===== src/rtl/dmem_port_arbiter.sv =====
// rtl/dmem_port_arbiter.sv - data-memory port arbiter between the DM stage and an external requester
module dmem_port_arbiter #(
    parameter int STARVE_LIMIT = 4,
    parameter int MAX_LOCK     = 8
) (
    input  logic        clk,
    input  logic        reset,
    input  logic        cpu_req,
    input  logic        cpu_we,
    input  logic [63:0] cpu_addr,
    input  logic [63:0] cpu_wdata,
    output logic [63:0] cpu_rdata,
    output logic        cpu_stall,
    input  logic        ext_req,
    input  logic        ext_we,
    input  logic        ext_lock,
    input  logic [63:0] ext_addr,
    input  logic [63:0] ext_wdata,
    input  logic [3:0]  ext_xfer_size,
    output logic        ext_gnt,
    output logic        ext_rvalid,
    output logic [63:0] ext_rdata,
    output logic [63:0] mem_addr,
    output logic [63:0] mem_wdata,
    output logic [3:0]  mem_xfer_size,
    output logic        mem_we,
    output logic        mem_re,
    input  logic [63:0] mem_rdata
);

    typedef enum logic {
        CPU_OWN    = 1'b0,
        EXT_LOCKED = 1'b1
    } state_t;

    localparam logic [3:0] STARVE_MAX = 4'(STARVE_LIMIT);
    localparam logic [3:0] LOCK_MAX   = 4'(MAX_LOCK);

    state_t     state, state_next;
    logic [3:0] starve_cnt, starve_next, starve_eff;
    logic [3:0] lock_cnt, lock_next;
    logic       ext_grant, cpu_grant, lock_hold;

    always_ff @(posedge clk) begin
        if (reset) begin
            state      <= CPU_OWN;
            starve_cnt <= 4'd0;
            lock_cnt   <= 4'd0;
            ext_rvalid <= 1'b0;
            ext_rdata  <= 64'd0;
        end else begin
            state      <= state_next;
            starve_cnt <= starve_next;
            lock_cnt   <= lock_next;
            ext_rvalid <= ext_grant && !ext_we;
            if (ext_grant && !ext_we)
                ext_rdata <= mem_rdata;
        end
    end

    // A lock that cannot continue falls back to CPU_OWN arbitration in the same cycle.
    always_comb begin
        lock_hold  = (state == EXT_LOCKED) && ext_req && ext_lock && (lock_cnt < LOCK_MAX);
        starve_eff = (state == EXT_LOCKED) ? 4'd0 : starve_cnt;
        ext_grant  = 1'b0;
        cpu_grant  = 1'b0;
        state_next = CPU_OWN;
        lock_next  = 4'd0;
        if (!reset) begin
            if (lock_hold) begin
                ext_grant  = 1'b1;
                state_next = EXT_LOCKED;
                lock_next  = lock_cnt + 4'd1;
            end else begin
                ext_grant = ext_req && (!cpu_req || starve_eff == STARVE_MAX);
                cpu_grant = cpu_req && !ext_grant;
                if (ext_grant && ext_lock) begin
                    state_next = EXT_LOCKED;
                    lock_next  = 4'd1;
                end
            end
        end
        if (ext_req && !ext_grant)
            starve_next = (starve_eff >= STARVE_MAX) ? STARVE_MAX : starve_eff + 4'd1;
        else
            starve_next = 4'd0;
    end

    always_comb begin
        mem_addr      = 64'd0;
        mem_wdata     = 64'd0;
        mem_xfer_size = 4'd0;
        mem_we        = 1'b0;
        mem_re        = 1'b0;
        if (ext_grant) begin
            mem_addr      = ext_addr;
            mem_wdata     = ext_wdata;
            mem_xfer_size = ext_xfer_size;
            mem_we        = ext_we;
            mem_re        = !ext_we;
        end else if (cpu_grant) begin
            mem_addr      = cpu_addr;
            mem_wdata     = cpu_wdata;
            mem_xfer_size = 4'b1000;
            mem_we        = cpu_we;
            mem_re        = !cpu_we;
        end
        cpu_stall = cpu_req && !cpu_grant && !reset;
        ext_gnt   = ext_grant;
    end

    assign cpu_rdata = mem_rdata;

endmodule


===== config.mk =====
export PLATFORM = sky130hd
export DESIGN_NAME = dmem_port_arbiter
export DESIGN_NICKNAME = d
export VERILOG_FILES = /design/src/rtl/dmem_port_arbiter.sv
export SDC_FILE = /design/constraint.sdc
export NUM_CORES = 1
export LEC_CHECK = 0
export CAP_MARGIN = 10
export CORE_AREA = 3 3 229 231
export DETAILED_ROUTE_END_ITERATION = 7
export DIE_AREA = 0 0 232 234
export PLACE_DENSITY = 0.45
export SYNTH_ARGS = -nofsm -noshare
export SYNTH_HDL_FRONTEND = slang
export SYNTH_SLANG_ARGS = --single-unit

===== constraint.sdc =====
create_clock -name clk -period 2.6 [get_ports clk]
set_clock_uncertainty 0.2 [all_clocks]
set_input_delay 0.26 -clock clk [delete_from_list [all_inputs] [get_ports clk]]
set_output_delay 0.26 -clock clk [all_outputs]
set_load 0.02 [all_outputs]

==> flow_summary.toml <==
[status]
status = "complete, but fails checks"
violations = "negative setup slack"

[drt]
finalWirelength_um = 43900
drcViolationCount = 0
drtAntennaViolNets = 0
wl_per_cell_um = 20.9
vias_per_cell = 3.98
firstDrtPassIters = 5
dr.first_iter.drc_count = 424
routed-via-count = 8356

[yosys]
synth_nets = 1185
synth_area_per_cell_um2 = 7.15
synth_edf_count = 0
synth_ff_type = "dfxtp_1"
syn-cell-area_um2 = 6090
yosysTopAreaCell = "dfxtp_1"
synth_top_area_frac = 0.243
synth-seq-area-share = 0.243
yosysWarningCount = 0
ys_ff_latch = 74
ys_top_cells_by_area = "dfxtp_1, nand3_2, a21oi_1"
asyncSetResetFlopFracSynth = 0
synth_cells = 851
synth_cell_types = 35

[grt]
use_met2 = 0.247
met1_usage = 0.182
grt_max_degree = 58
grt_util_met3 = 0.0357
grt_busiest_layer = "met2"
antenna_found_initial = 2
grt_pass1_wl_um = 59200
track_usage = 0.148
first_global_vias = 8568
grt-ovfl-total = 0

[timing]
worst_slack_ns = -0.216
period_needed_ns = 2.82
rsz0062_at_grt = "yes"
max_freq_mhz = 355
layout_worst_path_cycle_share = 1.08
slew_headroom = 0.585
fin_hold_ws_ns = 0.0841
setup_violations = 131
finalHoldViolCount = 0
slew_violations = 0
worst_slew_pin_slew_ns = 0.623

[finish]
fin_nets = 1755
final_core_util = 0.292
layout_commonest_cell = "clkdlybuf4s50_1"
syn_to_final_growth_pct = 141
drive_gt1_frac = 0.374
final_cell_mix = "clkdlybuf4s50_1, nand2_1, buf_6"

[critical_path]
critical_path_class = "flop to output port"
worstPathRequired_ns = 2.14
endpoint_kind = "output port"
cp.arrival_ns = 2.36
crit_path_start_kind = "flop"
crit_fanout = 7

[clocking]
cts_tree = "built"
clkSlewWorstSetupHoldPaths_ns = 0.06
clkSinkCount = 74
cts-buffers-inserted = 9
clk_latency_ns = 0.35
htreeDepth = 3
clockBufferDepth = 2
clock-root-buffer = "clkbuf_16"

[pwr]
leakage_nw = 5.37
ir_worst_vdd_uv = 311
power_w = 0.00469
powerDensity_nw_per_um2 = 319

[floorplan]
die_area_um2 = 54300
fp.dieW_um = 232
coreArea_um2 = 50300
die_h_um = 234
num_rows = 82
initial_core_util = 0.121
io-pin-count = 596

[placed_design]
io_buffers = 595
gp_congestion = 0.898
dpl_worst_slack_ns = -0.405
place_hpwl_um = 33900

[worst_hold_path]
hold_class = "input port to flop"

[run]
max_cap_violations = 0
## cell usage after synthesis (2+ instances only)
cell type  instances
a21oi_1          175
a21oi_2           20
and2_1             4
buf_1              2
buf_12             9
buf_2             27
buf_4             71
buf_6              3
buf_8              2
clkbuf_1          37
dfxtp_1           74
ha_1               3
inv_1              5
nand2_1          196
nand3_1           30
nand3_2          100
nor2_1             7
nor3_1             5
o21ai_0           65
## path summary, 6_finish.rpt
check / startpoint / to / slack (ns) / depth (start not counted)
worst max-delay path: state$_SDFF_PP0_ / mem_addr[28] / -0.22 / 11
worst min-delay path: cpu_req / starve_cnt[1]$_SDFF_PP0_ / 0.08 / 3
worst max register to register: state$_SDFF_PP0_ / ext_rdata[50]$_SDFFE_PP0P_ / 0.16 / 9
worst min register to register: ext_rdata[29]$_SDFFE_PP0P_ / ext_rdata[29]$_SDFFE_PP0P_ / 0.27 / 2
## final cells by class
| cell class | instances | area, µm² |
|---|---|---|
| Inverter | 5 | 18.8 |
| Fill cell | 5392 | 35600 |
| Tap cell | 672 | 841 |
| Clock inverter | 3 | 15.0 |
| Antenna cell | 1 | 2.50 |
| Multi-Input combinational cell | 621 | 4530 |
| Clock buffer | 13 | 250 |
| Timing Repair Buffer | 710 | 7540 |
| Sequential cell | 74 | 1490 |
## cell families (layout without fill, tap and decap cells)
kind of cell,count (synthesis),in the layout,synth area share
buf+inv,156,731,0.177
xor+xnor,1,1,0.00144
flops,74,74,0.243
other cells,1,2,0.000616
fa+ha+maj,3,3,0.00617
compound gates,265,265,0.234
simple gates,351,351,0.337
## critical path, cell delays in order (launching register included)
cell,delay (ns)
dfxtp_4,0.38
nand2b_4,0.14
ha_4,0.14
nand4bb_4,0.16
a31oi_4,0.23
buf_12,0.16
buf_12,0.13
buf_12,0.13
buf_16,0.15
nand2_4,0.06
a21oi_4,0.16
buf_6,0.15
## what timing repair did
| action | in CTS | in global routing |
|---|---|---|
| hold endpoints to repair | 1 | 0 |
| setup endpoints to repair | 137 | 142 |
| resized for setup | 673 | 144 |
| buffers inserted | 31 | 11 |
| hold buffers | 1 | 0 |
| gates cloned | 7 | 2 |
| pin swaps | 52 | 61 |
## routing by layer
layer  vias to the layer above  routed length, µm
met2                       424              20900
met5                         -                 13
met3                        47               3380
met1                      3892              18000
li1                       3991                  -
met4                         2               1590
## report_power, final
part	internal, W	leakage [nW]	switching [W]
Clock	0.000668	0.133	0.000484
Sequential	0.00117	0.602	0.0000183
Combinational	0.00121	4.63	0.00113
## state kept, by name, indices dropped and copies added, names as in the netlist
name        flops
ext_rdata      64
lock_cnt        4
starve_cnt      4
ext_rvalid      1
state           1
## metrics by stage
step                TNS, ns  cell area (µm²)  instances
floorplan                 0             6090        851
global placement     -27.22            12800       2041
detailed placement   -30.14            12800       2041
CTS                  -16.21            14000       2091
global route         -27.13            14700       2098
finish               -13.29            14700       2099
Power figures use the tool's default switching activity.
